<file path="config.mk">
export PLATFORM = sky130hd
export DESIGN_NAME = multicycle_controller
export DESIGN_NICKNAME = d
export VERILOG_FILES = /design/src/rtl/riscv_pkg.sv /design/src/rtl/alu_decoder.sv /design/src/rtl/multicycle_controller.sv
export SDC_FILE = /design/constraint.sdc
export NUM_CORES = 1
export LEC_CHECK = 0
export CAP_MARGIN = 30
export CORE_MARGIN = 1.5
export CORE_UTILIZATION = 29
export CTS_CLUSTER_SIZE = 40
export DETAILED_ROUTE_END_ITERATION = 16
export GPL_TIMING_DRIVEN = 0
export PLACE_DENSITY_LB_ADDON = 0.08
export SLEW_MARGIN = 40
export SYNTH_ARGS = -nofsm -noshare
export SYNTH_HDL_FRONTEND = slang
export SYNTH_SLANG_ARGS = --single-unit
export TNS_END_PERCENT = 5
</file>
<file path="constraint.sdc">
create_clock -name clk -period 3.8 [get_ports clk]
set_clock_uncertainty 0.2 [all_clocks]
set_input_delay 0.95 -clock clk [delete_from_list [all_inputs] [get_ports clk]]
set_output_delay 0.95 -clock clk [all_outputs]
set_load 0.02 [all_outputs]
</file>
<file path="src/rtl/riscv_pkg.sv">
// Shared definitions for the multi-cycle RV32I control path.
// Holds opcode constants, the controller state encoding and the datapath
// mux/ALU select encodings used by the FSM and the ALU function decoder.
package riscv_pkg;

  localparam logic [6:0] OP_LOAD   = 7'b0000011;
  localparam logic [6:0] OP_STORE  = 7'b0100011;
  localparam logic [6:0] OP_R      = 7'b0110011;
  localparam logic [6:0] OP_I      = 7'b0010011;
  localparam logic [6:0] OP_BRANCH = 7'b1100011;
  localparam logic [6:0] OP_JAL    = 7'b1101111;
  localparam logic [6:0] OP_JALR   = 7'b1100111;
  localparam logic [6:0] OP_LUI    = 7'b0110111;
  localparam logic [6:0] OP_AUIPC  = 7'b0010111;

  typedef enum logic [3:0] {
    S_FETCH, S_DECODE, S_MEMADR, S_MEMREAD, S_MEMWB, S_MEMWRITE,
    S_EXECR, S_EXECI, S_ALUWB, S_BRANCH, S_JAL, S_JALR, S_JALRPC,
    S_LUI, S_AUIPC, S_HALT
  } state_t;

  // ALU operation class selected by the FSM
  localparam logic [1:0] ALUOP_ADD  = 2'b00;
  localparam logic [1:0] ALUOP_SUB  = 2'b01;
  localparam logic [1:0] ALUOP_FUNC = 2'b10;

  localparam logic [3:0] ALU_ADD  = 4'b0000;
  localparam logic [3:0] ALU_SUB  = 4'b0001;
  localparam logic [3:0] ALU_AND  = 4'b0010;
  localparam logic [3:0] ALU_OR   = 4'b0011;
  localparam logic [3:0] ALU_XOR  = 4'b0100;
  localparam logic [3:0] ALU_SLT  = 4'b0101;
  localparam logic [3:0] ALU_SLTU = 4'b0110;
  localparam logic [3:0] ALU_SLL  = 4'b0111;
  localparam logic [3:0] ALU_SRL  = 4'b1000;
  localparam logic [3:0] ALU_SRA  = 4'b1001;

  localparam logic [1:0] SRCA_PC    = 2'b00;
  localparam logic [1:0] SRCA_OLDPC = 2'b01;
  localparam logic [1:0] SRCA_RS1   = 2'b10;
  localparam logic [1:0] SRCA_ZERO  = 2'b11;

  localparam logic [1:0] SRCB_RS2  = 2'b00;
  localparam logic [1:0] SRCB_IMM  = 2'b01;
  localparam logic [1:0] SRCB_FOUR = 2'b10;

  localparam logic [1:0] RES_ALUOUT = 2'b00;
  localparam logic [1:0] RES_DATA   = 2'b01;
  localparam logic [1:0] RES_ALU    = 2'b10;

  localparam logic [2:0] IMM_I = 3'b000;
  localparam logic [2:0] IMM_S = 3'b001;
  localparam logic [2:0] IMM_B = 3'b010;
  localparam logic [2:0] IMM_J = 3'b011;
  localparam logic [2:0] IMM_U = 3'b100;

endpackage

</file>
<file path="src/rtl/alu_decoder.sv">
// ALU function decoder: maps aluOp plus func3/func7 to an ALU control code.
// Ports: aluOp/op/func3/func7 in; aluControl out; illegal flags an R/I-type
// encoding the core cannot execute (bad func7, or shifts when disabled).
module alu_decoder #(
  parameter bit EN_SHIFT = 1'b1
) (
  input  logic [1:0] aluOp,
  input  logic [6:0] op,
  input  logic [2:0] func3,
  input  logic [6:0] func7,
  output logic [3:0] aluControl,
  output logic       illegal
);
  import riscv_pkg::*;

  logic is_r;
  logic is_shift;
  logic f7_ok;

  always_comb begin
    is_r     = (op == OP_R);
    is_shift = (func3 == 3'b001) || (func3 == 3'b101);
    f7_ok    = (func7 == 7'b0000000) || (func7 == 7'b0100000);

    // Legality is judged from the instruction alone so DECODE can use it
    // while the ALU is still busy with the target add.
    illegal = 1'b0;
    if (is_r && !f7_ok) illegal = 1'b1;
    if ((is_r || op == OP_I) && is_shift && (!EN_SHIFT || !f7_ok)) illegal = 1'b1;

    aluControl = ALU_ADD;
    case (aluOp)
      ALUOP_SUB: aluControl = ALU_SUB;
      ALUOP_FUNC: begin
        case (func3)
          3'b000:  aluControl = (is_r && func7[5]) ? ALU_SUB : ALU_ADD;
          3'b001:  aluControl = ALU_SLL;
          3'b010:  aluControl = ALU_SLT;
          3'b011:  aluControl = ALU_SLTU;
          3'b100:  aluControl = ALU_XOR;
          3'b101:  aluControl = func7[5] ? ALU_SRA : ALU_SRL;
          3'b110:  aluControl = ALU_OR;
          default: aluControl = ALU_AND;
        endcase
      end
      default: aluControl = ALU_ADD;
    endcase
  end

endmodule

</file>
<file path="src/rtl/multicycle_controller.sv">
// Multi-cycle RV32I control FSM: sequences fetch/decode/execute/memory/writeback
// and drives the datapath mux selects and register/memory enables.
// Ports: op/func3/func7 from IR, ALU flags, memReady in; datapath controls and
// sticky done out. All outputs read 0 while rst_n is low.
module multicycle_controller #(
  parameter bit EN_SHIFT   = 1'b1,
  parameter bit EN_UBRANCH = 1'b1,
  parameter bit EN_AUIPC   = 1'b1
) (
  input  logic       clk,
  input  logic       rst_n,
  input  logic [6:0] op,
  input  logic [2:0] func3,
  input  logic [6:0] func7,
  input  logic       zero,
  input  logic       lt,
  input  logic       ltu,
  input  logic       memReady,
  output logic       pcWrite,
  output logic       irWrite,
  output logic       adrSrc,
  output logic       memRead,
  output logic       memWrite,
  output logic [1:0] aluSrcA,
  output logic [1:0] aluSrcB,
  output logic [3:0] aluControl,
  output logic [1:0] resultSrc,
  output logic [2:0] immSrc,
  output logic       regWrite,
  output logic       done
);
  import riscv_pkg::*;

  state_t     state_q, state_d;
  logic [1:0] alu_op;
  logic [3:0] dec_ctl;
  logic       dec_illegal;
  logic       taken;
  logic       br_illegal;

  alu_decoder #(.EN_SHIFT(EN_SHIFT)) u_alu_dec (
    .aluOp      (alu_op),
    .op         (op),
    .func3      (func3),
    .func7      (func7),
    .aluControl (dec_ctl),
    .illegal    (dec_illegal)
  );

  always_ff @(posedge clk) begin
    if (!rst_n) state_q <= S_FETCH;
    else        state_q <= state_d;
  end

  // Kept apart from the main decode so the decoder output never feeds back
  // into the block that selects its operation.
  always_comb begin
    alu_op = ALUOP_ADD;
    if (state_q == S_EXECR || state_q == S_EXECI) alu_op = ALUOP_FUNC;
    else if (state_q == S_BRANCH)                 alu_op = ALUOP_SUB;
  end

  always_comb begin
    taken = 1'b0;
    case (func3)
      3'b000:  taken = zero;
      3'b001:  taken = ~zero;
      3'b100:  taken = lt;
      3'b101:  taken = ~lt;
      3'b110:  taken = ltu;
      3'b111:  taken = ~ltu;
      default: taken = 1'b0;
    endcase
    br_illegal = (func3[2:1] == 2'b01) || (!EN_UBRANCH && func3[2:1] == 2'b11);
  end

  always_comb begin
    state_d   = state_q;
    pcWrite   = 1'b0;
    irWrite   = 1'b0;
    adrSrc    = 1'b0;
    memRead   = 1'b0;
    memWrite  = 1'b0;
    aluSrcA   = SRCA_PC;
    aluSrcB   = SRCB_RS2;
    resultSrc = RES_ALUOUT;
    immSrc    = IMM_I;
    regWrite  = 1'b0;
    done      = 1'b0;

    case (state_q)
      S_FETCH: begin
        memRead   = 1'b1;
        aluSrcB   = SRCB_FOUR;
        resultSrc = RES_ALU;
        irWrite   = memReady;
        pcWrite   = memReady;
        if (memReady) state_d = S_DECODE;
      end
      S_DECODE: begin
        // Precompute the branch/jal target into aluOut
        aluSrcA = SRCA_OLDPC;
        aluSrcB = SRCB_IMM;
        immSrc  = (op == OP_JAL) ? IMM_J : IMM_B;
        case (op)
          OP_LOAD, OP_STORE: state_d = S_MEMADR;
          OP_R:      state_d = dec_illegal ? S_HALT : S_EXECR;
          OP_I:      state_d = dec_illegal ? S_HALT : S_EXECI;
          OP_BRANCH: state_d = br_illegal ? S_HALT : S_BRANCH;
          OP_JAL:    state_d = S_JAL;
          OP_JALR:   state_d = S_JALR;
          OP_LUI:    state_d = S_LUI;
          OP_AUIPC:  state_d = EN_AUIPC ? S_AUIPC : S_HALT;
          default:   state_d = S_HALT;
        endcase
      end
      S_MEMADR: begin
        aluSrcA = SRCA_RS1;
        aluSrcB = SRCB_IMM;
        immSrc  = (op == OP_STORE) ? IMM_S : IMM_I;
        state_d = (op == OP_STORE) ? S_MEMWRITE : S_MEMREAD;
      end
      S_MEMREAD: begin
        adrSrc  = 1'b1;
        memRead = 1'b1;
        if (memReady) state_d = S_MEMWB;
      end
      S_MEMWB: begin
        resultSrc = RES_DATA;
        regWrite  = 1'b1;
        state_d   = S_FETCH;
      end
      S_MEMWRITE: begin
        adrSrc   = 1'b1;
        memWrite = 1'b1;
        if (memReady) state_d = S_FETCH;
      end
      S_EXECR: begin
        aluSrcA = SRCA_RS1;
        state_d = S_ALUWB;
      end
      S_EXECI: begin
        aluSrcA = SRCA_RS1;
        aluSrcB = SRCB_IMM;
        state_d = S_ALUWB;
      end
      S_ALUWB: begin
        regWrite = 1'b1;
        state_d  = S_FETCH;
      end
      S_BRANCH: begin
        aluSrcA = SRCA_RS1;
        pcWrite = taken;
        state_d = S_FETCH;
      end
      S_JAL, S_JALRPC: begin
        // PC takes the target in aluOut while the ALU forms the link oldPC+4
        pcWrite = 1'b1;
        aluSrcA = SRCA_OLDPC;
        aluSrcB = SRCB_FOUR;
        state_d = S_ALUWB;
      end
      S_JALR: begin
        aluSrcA = SRCA_RS1;
        aluSrcB = SRCB_IMM;
        state_d = S_JALRPC;
      end
      S_LUI: begin
        aluSrcA = SRCA_ZERO;
        aluSrcB = SRCB_IMM;
        immSrc  = IMM_U;
        state_d = S_ALUWB;
      end
      S_AUIPC: begin
        aluSrcA = SRCA_OLDPC;
        aluSrcB = SRCB_IMM;
        immSrc  = IMM_U;
        state_d = S_ALUWB;
      end
      default: begin
        done    = 1'b1;
        state_d = S_HALT;
      end
    endcase

    if (!rst_n) begin
      pcWrite   = 1'b0;
      irWrite   = 1'b0;
      adrSrc    = 1'b0;
      memRead   = 1'b0;
      memWrite  = 1'b0;
      aluSrcA   = 2'b00;
      aluSrcB   = 2'b00;
      resultSrc = 2'b00;
      immSrc    = 3'b000;
      regWrite  = 1'b0;
      done      = 1'b0;
    end
  end

  assign aluControl = rst_n ? dec_ctl : 4'b0000;

endmodule
</file>
==> results.md, run 1 <==
- Status: completed
- Clock tree buffer depth: 2
- Clk pin slew, worst setup/hold paths: 0.04 ns
- Num rows: 20
- Post-synthesis sequential element count: 4
- Worst-skew pair later-pin latency: 0.23 ns
- Post-synth EDFFs: 0
- Initial antenna violation count: 0
- Synth Cell Area: 926 um^2
- DP Wirelength: 2310 um
- Gpl congestion: 0.925
- Yosys cell types: 48
- Layout area overhead: 50.7%
- GRT Total Usage: 17.2%
- Multi-input logic area: 757 um^2
- First-pass GRT wire length: 4850 um
- Most frequent cells in the layout: clkdlybuf4s50_1 (33), nor2_1 (12), nand2_1 (11)
- Fmax: 0.269 GHz
- DRT antenna net count: 0
- Final worst slack: 0.0813 ns
- Setup bufs post-CTS: 0
- Residual DRC count: 0
- DR iter-0 viols: 39
- CP required: 2.65 ns
- H-tree lvl count: 1
- Horiz. Die Dim: 59.5 um
- Met2 usage: 31.1%
- DR vias/cell: 5.11
- Clk sinks: 4
- Switching power: 0.000363 W
- Setup WS pre-CTS: -0.336 ns
- PD cells: 530 nW/um^2
- TritonCTS buffer count: 3
- Slew at the pin closest to its max-slew limit: 0.441 ns
- Final Slew Violations: 0
- Seq. cell area: 80.1 um^2
- Max Fanout on Critical Path: 5
- Placed cell area: 1370 um^2
- CTS tree: done
- Sequential area share after synthesis: 8.65%
- Largest regs: state_q (4)
- Grt peak-use layer: met2
- Final Hold Violating Endpoints: 0
- Number of port buffers: 39
- Met3 usage: 2.18%
- Share of cells above drive strength 1: 12.0%
- Initial core utilization: 30.3%
- Leak Pwr: 0.566 nW
- Crit path arrival time: 2.57 ns
- Maxcap violations: 0
- Gate power share: 83.2%
- Largest net degree at the start of global routing: 11
- Clk pwr share: 6.8%
- Slew HR: 70.4%
- Die Y: 59.5 um
- Post-layout util: 45.7%
- Avg Inst Size Synth: 6.57 um^2
- Most common cell after layout, fill and taps aside: clkdlybuf4s50_1
- Worst VDD drop: 0.000122 V
- Ys async rst share: 0%
- # fillers: 349
- Crit share post-route: 97.9%
- Clk root buf: clkbuf_4
- Syn_nets: 164
- Final number of setup-violating endpoints: 0
- Cells after Synth: 141
- Nets: 208
- RSZ-0062 raised after global routing: no
- Seq pwr share: 10.0%
- Setup TNS: 0 ns
- Vias in the first global route: 1077
- Final worst path period need: 3.72 ns
- DR WL/cell: 12.8 um
- Grt met1 use: 22.7%
- Total vias in the final route: 1161
- Antenna cells: 0
- WHS: 0.564 ns
- DIE AREA: 3540 um^2
- Core area: 3050 um^2
- First-pass DRT Iterations: 4
- Synth warn: 0
- Grt total ovfl: 0
- Synth Flop Type: dfxtp_1
- Pint: 0.000377 W
- Max FFs per register: 4
- Startpoint type of the worst setup path: input port
- Worst hold path type: flop to flop
- Largest Register: state_q
- Routed WL: 2910 um
- Critical setup path kind: input port to primary output
- Crit. End Element: primary output
- CTS hold repair buffers: 0
- Cell area after layout: 1400 um^2
- PostCTS Resize Cnt: 10
- Sw Ratio: 49.1%
- Io pins: 43
==> logic make-up after synthesis <==
family	count (synthesis)	synth area share, %
AOI/OAI and AO/OA	35	26.1
xor gates and xnor gates	6	5.68
buffers and inverters	17	10.0
DFF	4	8.65
muxes	2	2.16
and+or+nand+nor	77	47.4
==> power by group through the flow <==
stage	Clock, W	Sequential (W)	Combinational [W]
2_1_floorplan	0	0.0000717	0.000426
3_3_place_gp	0	0.0000750	0.000621
3_5_place_dp	0	0.0000747	0.000621
4_1_cts	0.0000511	0.0000740	0.000615
5_1_grt	0.0000556	0.0000752	0.000671
6_report	0.0000506	0.0000740	0.000615
==> cell usage after synthesis (2+ instances only) <==
library cell	number	area share, %
a311oi_1	2	1.9
nor2b_1	6	4.1
a21oi_1	8	4.3
inv_1	5	2.0
or3_1	2	1.4
nand2_1	11	4.5
dfxtp_1	4	8.6
o21a_1	3	2.4
nand3b_1	2	1.6
nor3_1	4	2.2
mux2i_1	2	2.2
nor2_1	12	4.9
o31ai_1	2	1.6
nor4_1	3	2.0
and3b_1	2	1.9
and2_1	5	3.4
buf_6	2	2.4
xor2_1	4	3.8
and3_1	3	2.0
o32ai_1	2	1.9
o221ai_1	2	1.9
nand3_1	10	5.4
o21ai_0	7	3.8
buf_2	8	4.3
xnor2_1	2	1.9
nand2b_1	6	4.1
==> area by class of cell <==
cell class / instances / share of cell area [%]
Sequential cell: 4 / 5.74
Tap cell: 44 / 3.95
Inverter: 5 / 1.35
Multi-Input combinational cell: 120 / 54.3
Clock buffer: 3 / 1.61
Timing Repair Buffer: 39 / 27.5
Buffer: 12 / 5.56
==> worst max-delay path, cell delays in order <==
cell             delay [ns]
clkdlybuf4s50_1        0.47
and3b_1                0.29
and2_2                 0.20
nand4_1                0.13
a21oi_1                0.19
clkdlybuf4s15_1        0.33
==> path summary, 6_finish.rpt <==
| check | start | endpoint | slack [ns] | cells after the start |
|---|---|---|---|---|
| setup / recovery | op[3] | immSrc[0] | 0.08 | 6 |
| hold / removal | state_q[2] | state_q[2] | 0.56 | 4 |
| setup reg to reg | state_q[3] | state_q[0] | 2.13 | 5 |
| hold reg to reg | state_q[2] | state_q[2] | 0.56 | 4 |
==> per-layer routing <==
| layer | vias to the layer above | share of wire (%) |
|---|---|---|
| met4 | 0 | 0 |
| met5 | - | 0 |
| met3 | 0 | 2.7 |
| li1 | 601 | - |
| met1 | 534 | 49 |
| met2 | 26 | 48 |
==> metrics by stage <==
step,cells,total power (W)
floorplan,141,0.000498
global placement,224,0.000696
detailed placement,224,0.000695
CTS,227,0.000740
global route,227,0.000802
finish,227,0.000740
(Power assumes the default switching activity.)
==> run 2: changes to the inputs <==
--- a/config.mk
+++ b/config.mk
@@ -6,6 +6,8 @@
 export NUM_CORES = 1
 export LEC_CHECK = 0
 export CAP_MARGIN = 30
+export CELL_PAD_IN_SITES_DETAIL_PLACEMENT = 1
+export CELL_PAD_IN_SITES_GLOBAL_PLACEMENT = 1
 export CORE_MARGIN = 1.5
 export CORE_UTILIZATION = 29
 export CTS_CLUSTER_SIZE = 40
==> results.md, run 2 (synthesis gave the netlist of run 1 again) <==
- DR iter-0 viols: 38 (was 39)
- CTS tree: done (unchanged)
- Total vias in the final route: 1213 (was 1161)
- Setup bufs post-CTS: 0 (unchanged)
- Crit path arrival time: 2.57 ns (about the same)
- Layout area overhead: 50.7% (unchanged)
- Gpl congestion: 0.891 (was 0.925)
- DP Wirelength: 2690 um (was 2310 um)
- Most frequent cells in the layout: clkdlybuf4s50_1 (35), nor2_1 (12), nand2_1 (11) (was clkdlybuf4s50_1 (33), nor2_1 (12), nand2_1 (11))
- Seq pwr share: 9.6% (was 10.0%)
- Die Y: 59.5 um (unchanged)
- Final worst path period need: 3.72 ns (about the same)
- Startpoint type of the worst setup path: input port (unchanged)
- DIE AREA: 3540 um^2 (unchanged)
- Pint: 0.000382 W (was 0.000377 W)
- Antenna cells: 0 (unchanged)
- Gate power share: 83.6% (was 83.2%)
- Num rows: 20 (unchanged)
- Clk sinks: 4 (unchanged)
- First-pass DRT Iterations: 4 (unchanged)
- Maxcap violations: 0 (unchanged)
- Max FFs per register: 4 (unchanged)
- Initial core utilization: 30.3% (unchanged)
- Grt total ovfl: 0 (unchanged)
- Worst hold path type: flop to flop (unchanged)
- Final Hold Violating Endpoints: 0 (unchanged)
- CTS hold repair buffers: 0 (unchanged)
- First-pass GRT wire length: 5530 um (was 4850 um)
- RSZ-0062 raised after global routing: no (unchanged)
- Largest Register: state_q (unchanged)
- Worst path max stage delay: 0.62 ns (was 0.47 ns)
- DRT antenna net count: 0 (unchanged)
- Initial antenna violation count: 0 (unchanged)
- H-tree lvl count: 1 (unchanged)
- PD cells: 550 nW/um^2 (was 530 nW/um^2)
- Nets: 208 (unchanged)
- Critical path's top delay family: buffers and inverters (unchanged)
- DR WL/cell: 14.6 um (was 12.8 um)
- Horiz. Die Dim: 59.5 um (unchanged)
- Largest net degree at the start of global routing: 11 (unchanged)
- DR vias/cell: 5.34 (was 5.11)
- Clock tree buffer depth: 2 (unchanged)
- Clk root buf: clkbuf_4 (unchanged)
- Status: completed (unchanged)
- Io pins: 43 (unchanged)
- Clk pin slew, worst setup/hold paths: 0.04 ns (about the same)
- Switching power: 0.000386 W (was 0.000363 W)
- Placed cell area: 1370 um^2 (unchanged)
- Routed WL: 3320 um (was 2910 um)
- Leak Pwr: 0.550 nW (was 0.566 nW)
- Share of cells above drive strength 1: 12.0% (unchanged)
- CP required: 2.65 ns (about the same)
- Worst-skew pair later-pin latency: 0.23 ns (about the same)
- GRT Total Usage: 20.1% (was 17.2%)
- Slew at the pin closest to its max-slew limit: 0.479 ns (was 0.441 ns)
- Slew HR: 67.8% (was 70.4%)
- Largest regs: state_q (4) (unchanged)
- Sw Ratio: 50.2% (was 49.1%)
- Residual DRC count: 0 (unchanged)
- Crit. End Element: primary output (unchanged)
- CP bufs+invs: 2 (unchanged)
- Core area: 3050 um^2 (unchanged)
- Max Fanout on Critical Path: 6 (was 5)
- Crit share post-route: 97.9% (about the same)
- Final number of setup-violating endpoints: 0 (unchanged)
- Critical setup path kind: input port to primary output (unchanged)
- Setup WS pre-CTS: -0.378 ns (was -0.336 ns)
- Clk pwr share: 6.8% (about the same)
- Cell area after layout: 1400 um^2 (unchanged)
- Worst VDD drop: 0.000130 V (was 0.000122 V)
- Most common cell after layout, fill and taps aside: clkdlybuf4s50_1 (unchanged)
- Vias in the first global route: 1218 (was 1077)
- TritonCTS buffer count: 3 (unchanged)
- Critical Path, Cell by Cell: dlygate4sd2_1 -> nand2b_1 -> nor3_2 -> and2_1 -> clkdlybuf4s50_1 (was clkdlybuf4s50_1 -> and3b_1 -> and2_2 -> nand4_1 -> a21oi_1 -> clkdlybuf4s15_1)
- Final Slew Violations: 0 (unchanged)
- Final worst slack: 0.0792 ns (was 0.0813 ns)
- Fmax: 0.269 GHz (about the same)
- Critical Path Slowest Stage Cell: clkdlybuf4s50_1 (unchanged)
- Number of port buffers: 39 (unchanged)
[run 2: changes by cell type in the layout (fill, tap and decap cells not counted), sizes merged]
cell           delta
clkdlybuf4s50     +2
dlygate4sd2       -1
dlymetal6s2s      -1
[run 2: final timing paths]
check | start | end | slack [ns] | depth (start not counted)
hold / removal | state_q[2] | state_q[2] | 0.60 | 4
hold reg to reg | state_q[2] | state_q[2] | 0.60 | 4
setup reg to reg | state_q[3] | state_q[0] | 2.08 | 5
setup / recovery | rst_n | irWrite | 0.08 | 5
[run 2: layout make-up]
cell class | instances | area [um^2]
Buffer | 12 | 75.1
Clock buffer | 3 | 22.5
Fill cell | 415 | 1660
Inverter | 5 | 18.8
Multi-Input combinational cell | 120 | 761
Sequential cell | 4 | 80.1
Tap cell | 44 | 55.1
Timing Repair Buffer | 39 | 383
[run 2: stage by stage]
step / setup TNS (ns) / std cells / total power [W] / utilization, % / hold WS, ns
2_1_floorplan: 0 / 141 / 0.000498 / - / 0.487
3_3_place_gp: -1.33 / 224 / 0.000699 / 44.9 / 0.584
3_5_place_dp: -1.67 / 224 / 0.000711 / 44.9 / 0.584
4_1_cts: 0 / 227 / 0.000768 / 45.5 / 0.600
5_1_grt: 0 / 227 / 0.000841 / 45.7 / 0.641
6_report: 0 / 227 / 0.000768 / 45.7 / 0.599
[run 2: worst reg2reg max path: stages (launching register included)]
cell and delay, ns:
dfxtp_1 0.40, buf_2 0.25, buf_2 0.25, a21oi_1 0.06, o21ai_0 0.27, o311ai_1 0.15
[run 2: layer usage]
layer,routed length [um],vias to the layer above,part of all wire [%],track usage [%]
met5,0,-,0,0
met4,17,0,0.51,3.81
met3,103,2,3.1,2.62
met2,1770,34,53,37.7
met1,1430,575,43,24.2
li1,-,602,-,-
[run 2: repair_timing]
item / CTS / global route
setup endpoints to repair: 11 / 3
cloned: 0 / 0
hold endpoints to repair: 0 / 0
gates resized for setup: 9 / 4
[run 2: power by group through the flow]
stage	sequential (W)	clock [W]	combinational (W)
final	0.0000738	0.0000523	0.000642
after global routing	0.0000758	0.0000602	0.000705
after CTS	0.0000737	0.0000549	0.000640
after detailed placement	0.0000745	0	0.000636
after global placement	0.0000745	0	0.000624
after floorplan	0.0000717	0	0.000426
==> run 3: changes to the inputs <==
--- a/config.mk
+++ b/config.mk
@@ -10,6 +10,7 @@
 export CELL_PAD_IN_SITES_GLOBAL_PLACEMENT = 1
 export CORE_MARGIN = 1.5
 export CORE_UTILIZATION = 29
+export CTS_CLUSTER_DIAMETER = 120
 export CTS_CLUSTER_SIZE = 40
 export DETAILED_ROUTE_END_ITERATION = 16
 export GPL_TIMING_DRIVEN = 0
==> results of run 3 <==
The final DEF is identical to that of run 2; final timing and power are the same.
